$ cat config.mk
export PLATFORM = sky130hd
export DESIGN_NAME = b_predict_check
export DESIGN_NICKNAME = d
export VERILOG_FILES = /design/src/rtl/b_predict_check_pkg.sv /design/src/rtl/b_predict_check_cond_eval.sv /design/src/rtl/b_predict_check.sv
export SDC_FILE = /design/constraint.sdc
export NUM_CORES = 1
export LEC_CHECK = 0
export CAP_MARGIN = 0
export CORE_ASPECT_RATIO = 0.7
export CORE_MARGIN = 8
export CORE_UTILIZATION = 52
export CTS_BUF_LIST = sky130_fd_sc_hd__clkbuf_8
export CTS_CLUSTER_SIZE = 24
export DETAILED_ROUTE_END_ITERATION = 7
export PLACE_DENSITY = 0.8
export SLEW_MARGIN = 20
export SYNTH_ARGS = -nofsm -noshare
export SYNTH_HDL_FRONTEND = slang
export SYNTH_SLANG_ARGS = --single-unit
$ cat constraint.sdc
create_clock -name clk -period 12.5 [get_ports clk]
set_clock_uncertainty 0.2 [all_clocks]
set_input_delay 3.75 -clock clk [delete_from_list [all_inputs] [get_ports clk]]
set_output_delay 3.75 -clock clk [all_outputs]
set_load 0.01 [all_outputs]
$ cat src/rtl/b_predict_check_pkg.sv
// Shared branch-predictor definitions: condition codes, counter encodings, helpers.
`ifndef BEQ
`define BEQ  6'b100000
`endif
`ifndef BGEZ
`define BGEZ 6'b010000
`endif
`ifndef BGTZ
`define BGTZ 6'b001000
`endif
`ifndef BLEZ
`define BLEZ 6'b000100
`endif
`ifndef BLTZ
`define BLTZ 6'b000010
`endif
`ifndef BNE
`define BNE  6'b000001
`endif

package b_predict_check_pkg;

  localparam int unsigned BopW = 6;

  // 2-bit saturating counter states
  typedef enum logic [1:0] {
    SNT = 2'b00,
    WNT = 2'b01,
    WT  = 2'b10,
    ST  = 2'b11
  } ctr_e;

  // True when exactly one condition-code bit is set
  function automatic logic bop_onehot(input logic [BopW-1:0] bop);
    return (bop != '0) && ((bop & (bop - 6'd1)) == '0);
  endfunction

  // Saturating step of a bimodal counter towards the resolved direction
  function automatic logic [1:0] ctr_step(input logic [1:0] ctr, input logic taken);
    if (taken) begin
      return (ctr == ST) ? ST : ctr + 2'd1;
    end
    return (ctr == SNT) ? SNT : ctr - 2'd1;
  endfunction

endpackage

$ cat src/rtl/b_predict_check_cond_eval.sv
// Combinational branch condition evaluator; non-one-hot codes resolve not-taken.
module b_cond_eval
  import b_predict_check_pkg::*;
#(
  parameter int unsigned WIDTH = 32
) (
  input  logic [WIDTH-1:0] Grs,
  input  logic [WIDTH-1:0] Grt,
  input  logic [BopW-1:0]  bOp,
  output logic             check
);

  logic neg;
  logic zero;

  assign neg  = Grs[WIDTH-1];
  assign zero = (Grs == '0);

  // Decode the one-hot condition; zero/multi-hot codes fall through to not-taken
  always_comb begin
    check = 1'b0;
    case (bOp)
      `BEQ:    check = (Grs == Grt);
      `BGEZ:   check = ~neg;
      `BGTZ:   check = ~neg & ~zero;
      `BLEZ:   check = neg | zero;
      `BLTZ:   check = neg;
      `BNE:    check = (Grs != Grt);
      default: check = 1'b0;
    endcase
  end

endmodule

$ cat src/rtl/b_predict_check.sv
// Bimodal branch predictor with ID-stage resolution and saturating statistics.
module b_predict_check
  import b_predict_check_pkg::*;
#(
  parameter int unsigned WIDTH     = 32,
  parameter int unsigned BHT_DEPTH = 64,
  parameter logic [1:0]  CTR_INIT  = 2'b01
) (
  input  logic             clk,
  input  logic             reset,
  input  logic [WIDTH-1:0] pred_pc,
  output logic             pred_taken,
  input  logic             res_valid,
  input  logic             stall,
  input  logic [WIDTH-1:0] res_pc,
  input  logic             res_pred_taken,
  input  logic [WIDTH-1:0] Grs,
  input  logic [WIDTH-1:0] Grt,
  input  logic [BopW-1:0]  bOp,
  output logic             check,
  output logic             mispredict,
  output logic [31:0]      br_cnt,
  output logic [31:0]      mis_cnt
);

  localparam int unsigned IdxW = $clog2(BHT_DEPTH);

  logic [1:0]      bht_q [BHT_DEPTH];
  logic [31:0]     br_cnt_q, br_cnt_d;
  logic [31:0]     mis_cnt_q, mis_cnt_d;
  logic [IdxW-1:0] pred_idx, res_idx;
  logic [1:0]      ctr_d;
  logic            commit;

  // PC bits outside the word-aligned index are intentionally ignored (untagged table)
  logic unused_pc;
  assign unused_pc = ^{pred_pc[WIDTH-1:IdxW+2], pred_pc[1:0],
                       res_pc[WIDTH-1:IdxW+2], res_pc[1:0]};

  assign pred_idx = pred_pc[IdxW+1:2];
  assign res_idx  = res_pc[IdxW+1:2];

  b_cond_eval #(
    .WIDTH (WIDTH)
  ) u_cond_eval (
    .Grs   (Grs),
    .Grt   (Grt),
    .bOp   (bOp),
    .check (check)
  );

  assign commit     = res_valid & ~stall & bop_onehot(bOp);
  assign mispredict = commit & (check != res_pred_taken);
  // Lookup reads the registered table: same-index commits are not bypassed
  assign pred_taken = bht_q[pred_idx][1];
  assign br_cnt     = br_cnt_q;
  assign mis_cnt    = mis_cnt_q;

  // Next-state for the resolved entry and the saturating statistics
  always_comb begin
    ctr_d     = ctr_step(bht_q[res_idx], check);
    br_cnt_d  = br_cnt_q;
    mis_cnt_d = mis_cnt_q;
    if (commit && (br_cnt_q != 32'hFFFF_FFFF)) begin
      br_cnt_d = br_cnt_q + 32'd1;
    end
    if (mispredict && (mis_cnt_q != 32'hFFFF_FFFF)) begin
      mis_cnt_d = mis_cnt_q + 32'd1;
    end
  end

  // Table and counter state; reset wins over a coincident commit
  always_ff @(posedge clk or posedge reset) begin
    if (reset) begin
      for (int i = 0; i < int'(BHT_DEPTH); i++) begin
        bht_q[i] <= CTR_INIT;
      end
      br_cnt_q  <= '0;
      mis_cnt_q <= '0;
    end else begin
      if (commit) begin
        bht_q[res_idx] <= ctr_d;
      end
      br_cnt_q  <= br_cnt_d;
      mis_cnt_q <= mis_cnt_d;
    end
  end

endmodule
Yosys cells after proc, flatten, opt, wreduce, memory -nomap -nowiden. Index checks and enable logic that the tools add are counted.

Bits of input ports: 139. Output and inout bits: 67. Register bits: 192.

Bitwise logic cells: 11. Reduce and logical (&&, ||, !) cells: 8. Muxes and demuxes: 15. Equality and inequality tests: 12. Add/subtract/negate cells: 5. Magnitude comparators: 3.

Operators with widths (number): 128-bit bitwise mux (1); 32-bit by 1-bit adder with 32-bit output (second input constant) (2); 32-bit != test (second input constant) (2); 32-bit equality test (1); 32-bit logical NOT (1); 32-bit != test (1); 2-bit binary-select mux with 6-bit select (2); 2-bit 2-to-1 mux (9); 7-bit greater-or-equal comparator (second input constant) (2); 6-bit NOT with 7-bit output (2); 2-bit demux with 6-bit select (1); 7-bit by 1-bit < comparator with 1-bit output (second input constant) (1); 6-bit bitwise AND (1); 6-bit by 1-bit equality test with 1-bit output (second input constant) (1); 6-bit by 2-bit equality test with 1-bit output (second input constant) (1); 6-bit by 3-bit equality test with 1-bit output (second input constant) (1); 6-bit by 4-bit equality test with 1-bit output (second input constant) (1); 6-bit by 5-bit equality test with 1-bit output (second input constant) (1); 6-bit equality test (second input constant) (1); 6-bit logical NOT (1); 1-bit case mux with 6 select lines (1); 6-bit nonzero test (1); 6-bit by 1-bit subtractor with 6-bit output (second input constant) (1); 1-bit bitwise AND (4); 9 further kinds (14).

Logic depth before layout (Yosys ltp).
Depth after elaboration: 9. Mapped depth: 13.

By module. A second synthesis with hierarchy kept.

Cell total of the unflattened synthesis: 1021. Area total of the unflattened synthesis: 10156.0 µm².

By module, submodules not included: b_predict_check (times used 1, cells each 952, area each 9629.2 µm²); b_cond_eval (times used 1, cells each 69, area each 526.8 µm²).

Worst setup path after synthesis. No wires, ideal clock.

Path kind: input -> output. Start point: in pred_pc[2]. End point: out pred_taken. Data arrival time: 6.190 ns. Stages on the path: 5. Buffers on the path: 2. Required time: 8.550 ns. Path slack: 2.360 ns. Cells stage by stage: clkbuf_1 > buf_1 > mux4_2 > mux4_2 > mux4_2.

Longest elaborated chain between the ends: 4.

Ends and longest elaborated chain: from (decl) (RTL line b_predict_check.sv:11) `input logic [WIDTH-1:0] pred_pc,`; 6-bit NOT with 7-bit output (not written as such) (RTL line b_predict_check.sv:55) `assign pred_taken = bht_q[pred_idx][1];`; 2-bit binary-select mux with 6-bit select (RTL line b_predict_check.sv:55); 2-bit 2-to-1 mux (not written as such) (2 in a row) (RTL line b_predict_check.sv:55); to (decl) (RTL line b_predict_check.sv:12) `output logic pred_taken,`.

Every way passes these cells. The select of a mux whose other input is x is not followed.

Worst setup path in the final report.
Start point: in Grs[12]. End point: out mispredict.

Longest elaborated chain between the ends: 6. Elaborated cells between the ends (all ways): 9. Those cells by class: eq/ne: 3; mux: 1; bitwise: 4; reduce/logical: 1.

Ends and longest elaborated chain: from (decl) (RTL line b_predict_check.sv:17) `input logic [WIDTH-1:0] Grs,`; 32-bit logical NOT (RTL line b_predict_check_cond_eval.sv:17) `assign zero = (Grs == '0);`; 1-bit NOT (RTL line b_predict_check_cond_eval.sv:25) `` `BGTZ: check = ~neg & ~zero; ``; 1-bit bitwise AND (RTL line b_predict_check_cond_eval.sv:25); 1-bit case mux with 6 select lines (*) (RTL line b_predict_check_cond_eval.sv:22) `case (bOp)`; 1-bit != test (*) (RTL line b_predict_check.sv:53) `assign mispredict = commit & (check != res_pred_taken);`; 1-bit bitwise AND (*) (RTL line b_predict_check.sv:53); to (decl) (RTL line b_predict_check.sv:21) `output logic mispredict,`.

Every way passes the cells marked *; elsewhere a longest branch is shown, timed or not.

==> out/results.txt <==
status = complete, no violations
CP startpoint = Grs[12]
Post-Synth Adder-Cell Area = 0.00236
Post-Route WL = 29.2 mm
Synth Area in Compound Gates = 0.122
crit path kind = input pin to output pin
placed cells = 1421
Die ar. = 25300 sq um
largest net degree at the start of global routing = 143
Ys Warns = 0
# rows = 43
GPL Wtd Cong = 0.896
layout cell share with drive strength beyond 1 = 0.161
prevailing post-synth register cell = dfrtp_1
detailed-route DRC error count = 0
chip height = 136 um
Max IR drop VDD = 0.0747 mV
Slowest-stage cell, CP = or3b_1
Final TNS setup = 0 ns
crit path cell chain = clkdlybuf4s50_1 -> nor4_1 -> nand4_1 -> o21ai_0 -> nand3_1 -> or3b_1 -> xnor2_2 -> buf_4 -> nor2_1 -> clkdlybuf4s50_1
clock sinks = 192
Inserted Clock Buffers = 17
crit path launch type = input pin
reg2reg end = bht_q[74]
vias = 8820
Hold Crit Class = register to register
clk buf depth = 2
TritonRoute pass-1 iters = 5
clk_lat worst skew = 0.48 ns
ys async rst share = 1.00
largest cells by area after synthesis = dfrtp_1 30%, dfstp_2 16%, mux4_2 7.2%, a21oi_1 5.3%, nor2_1 4.8%
Setup Buffers After CTS = 0
period utilization = 0.870
Detail Route Antenna Nets = 0
Max stage delay on crit path = 0.57 ns
Total GRT Usage = 0.230
grt ovf = 0
Mapped Cells = 1044
first-pass GRT wire length = 47.1 mm
Worst setup EP type = output pin
largest family of logic cells by synthesized area = simple AND/OR/NAND/NOR gates
vias in the first global route = 8685
CP arrival = 6.92 ns
worst r2r src = bht_q[115]
CTS tree = built
Pleak = 0.00518 uW
top cell type by total area after synthesis = dfrtp_1
die width = 187 um
core box area = 19900 sq um
Synth Register Bits = 192
Max Fclk = 0.0920 GHz
Worst setup endpoint = mispredict
P&R area growth vs syn = 19.7%
RSZ-0062 raised after global routing = no
post-synthesis mux area share = 0.105
CTS H-tree lvls = 4
max-cap violation count = 0
register area share after synthesis = 0.460
Worst Path Required = 8.55 ns
final cell count without fillers = 1453
R2R setup slack = 8.87 ns
initial core utilization = 0.534
Reg clk slew, reported paths = 0.08 ns
Avg WL per Cell = 20.1 um
Synth cell types = 76
top cell type's share of synthesized area = 0.302
Final #Nets = 1311
Worst Path Max Fanout = 32
Post-synth EDFFs = 0
Pins Over Slew Limit = 0
Slew headroom = 0.335
Pwr Density = 101 nW/um^2
Mapped Avg Cell Area = 10.2 sq um
# IOs = 206
vias per inst = 6.07
DPL Wire Length = 20.4 mm
Worst R2R Path Depth = 9
final setup vio count = 0
initial antenna violation count = 0
Port Buffer Count = 153
post-CTS sizing = 0
Most Frequent Cell on Critical Path = clkdlybuf4s50_1
Final Critical Period = 10.87 ns
Hold Violations, Final = 0
Post-Syn Area = 10600 sq um
clock root cell = clkbuf_8
Antenna diodes = 0
syn nets = 1185
post-synthesis simple-gate area fraction = 0.196
hold buffers post-CTS = 0
worst slew pin tran = 0.994 ns
xor/xnor share of the synthesized area = 0.0775
1st-iter DRT viols = 852
[synth_stat cells, types with 3 or more instances]
cell type,n
a21oi_1,113
a21oi_2,21
a221oi_1,6
a22o_1,3
a31oi_1,22
and2_1,4
and3_1,13
and4_1,5
and4b_1,3
buf_1,4
buf_2,27
buf_4,3
buf_6,6
clkbuf_1,18
dfrtp_1,128
dfstp_2,64
inv_1,23
mux2_2,10
mux2i_1,23
mux4_2,34
nand2_1,46
nand2b_1,9
nand3_1,38
nand3b_1,6
nand4_1,25
nor2_1,137
nor2b_1,9
nor3_1,33
nor3b_1,3
nor4_1,52
o21ai_0,9
xnor2_1,58
xor2_1,36
[how the worst min path moves through the flow]
stage	startpoint	end	slack, ns	cells past startpoint
after global placement	bht_q[54]	bht_q[54]	0.26	2
after CTS	bht_q[54]	bht_q[54]	0.28	2
after global routing	bht_q[26]	bht_q[26]	0.30	2
final	bht_q[26]	bht_q[26]	0.28	2
after detailed placement	bht_q[54]	bht_q[54]	0.27	2
after floorplan	bht_q[86]	bht_q[86]	0.25	2
[cell families after synthesis]
| group | count (synthesis) |
|---|---|
| adders and majority gates | 2 |
| and+or+nand+nor | 403 |
| muxes | 68 |
| buffers and inverters | 82 |
| AOI/OAI and AO/OA | 203 |
| DFF | 192 |
| xor gates and xnor gates | 94 |
[worst max-delay path: cells and delay by family]
kind                   cells  cell delay (ns)
buffers and inverters      3             1.28
AND/OR/NAND/NOR            5             1.49
XOR/XNOR                   1             0.20
AO/OA/AOI/OAI              1             0.20
[report_power, final]
group,internal [uW],switching (uW)
sequential,641,17.3
clock,209,228
combinational,79.7,105
[cells in the final DEF, fill, tap and decap left out, drive strengths merged, types with 16 or more instances in the layout]
cell type | synthesis | routed
nand2 | 47 | 47
nor4 | 52 | 52
clkbuf | 19 | 19
xnor2 | 58 | 58
xor2 | 36 | 36
nand4 | 25 | 25
a31oi | 22 | 22
a21oi | 134 | 134
dfstp | 64 | 64
nor2 | 139 | 139
clkdlybuf4s50 | 0 | 150
inv | 23 | 28
dfrtp | 128 | 128
nand3 | 38 | 38
nor3 | 35 | 35
mux2i | 23 | 23
buf | 40 | 16
mux4 | 34 | 34
[registers in the layout (all words and copies together), names as in the netlist]
register  flops
mis_cnt      32
br_cnt       32
bht_q       128
[per-stage QoR]
stage / instance area, sq um / hold slack [ns] / util / setup slack [ns] / power (uW)
after global routing: 12700 / 0.299 / 0.639 / 1.44 / 1330
after floorplan: 10600 / 0.246 / - / 2.36 / 772
after CTS: 12700 / 0.282 / 0.639 / 1.59 / 1290
after global placement: 12300 / 0.258 / 0.618 / 1.59 / 850
final: 12700 / 0.276 / 0.639 / 1.63 / 1280
after detailed placement: 12300 / 0.268 / 0.618 / 1.60 / 853
[layout make-up]
class,count,area (sq um)
multi-input cells,770,5360
inverters,23,93.8
repair buffers,166,1610
well taps,270,338
clock inverters,13,160
fillers,1585,7190
clock buffers,19,262
flip-flops and latches,192,4880
[per-layer routing]
layer	global-route usage	up-vias	part of all wire
met5	0	-	0
met1	0.313	4281	0.43
met2	0.338	427	0.45
met4	0.0756	0	0.022
li1	-	4064	-
met3	0.0802	48	0.098
Power figures use the tool's default switching activity.
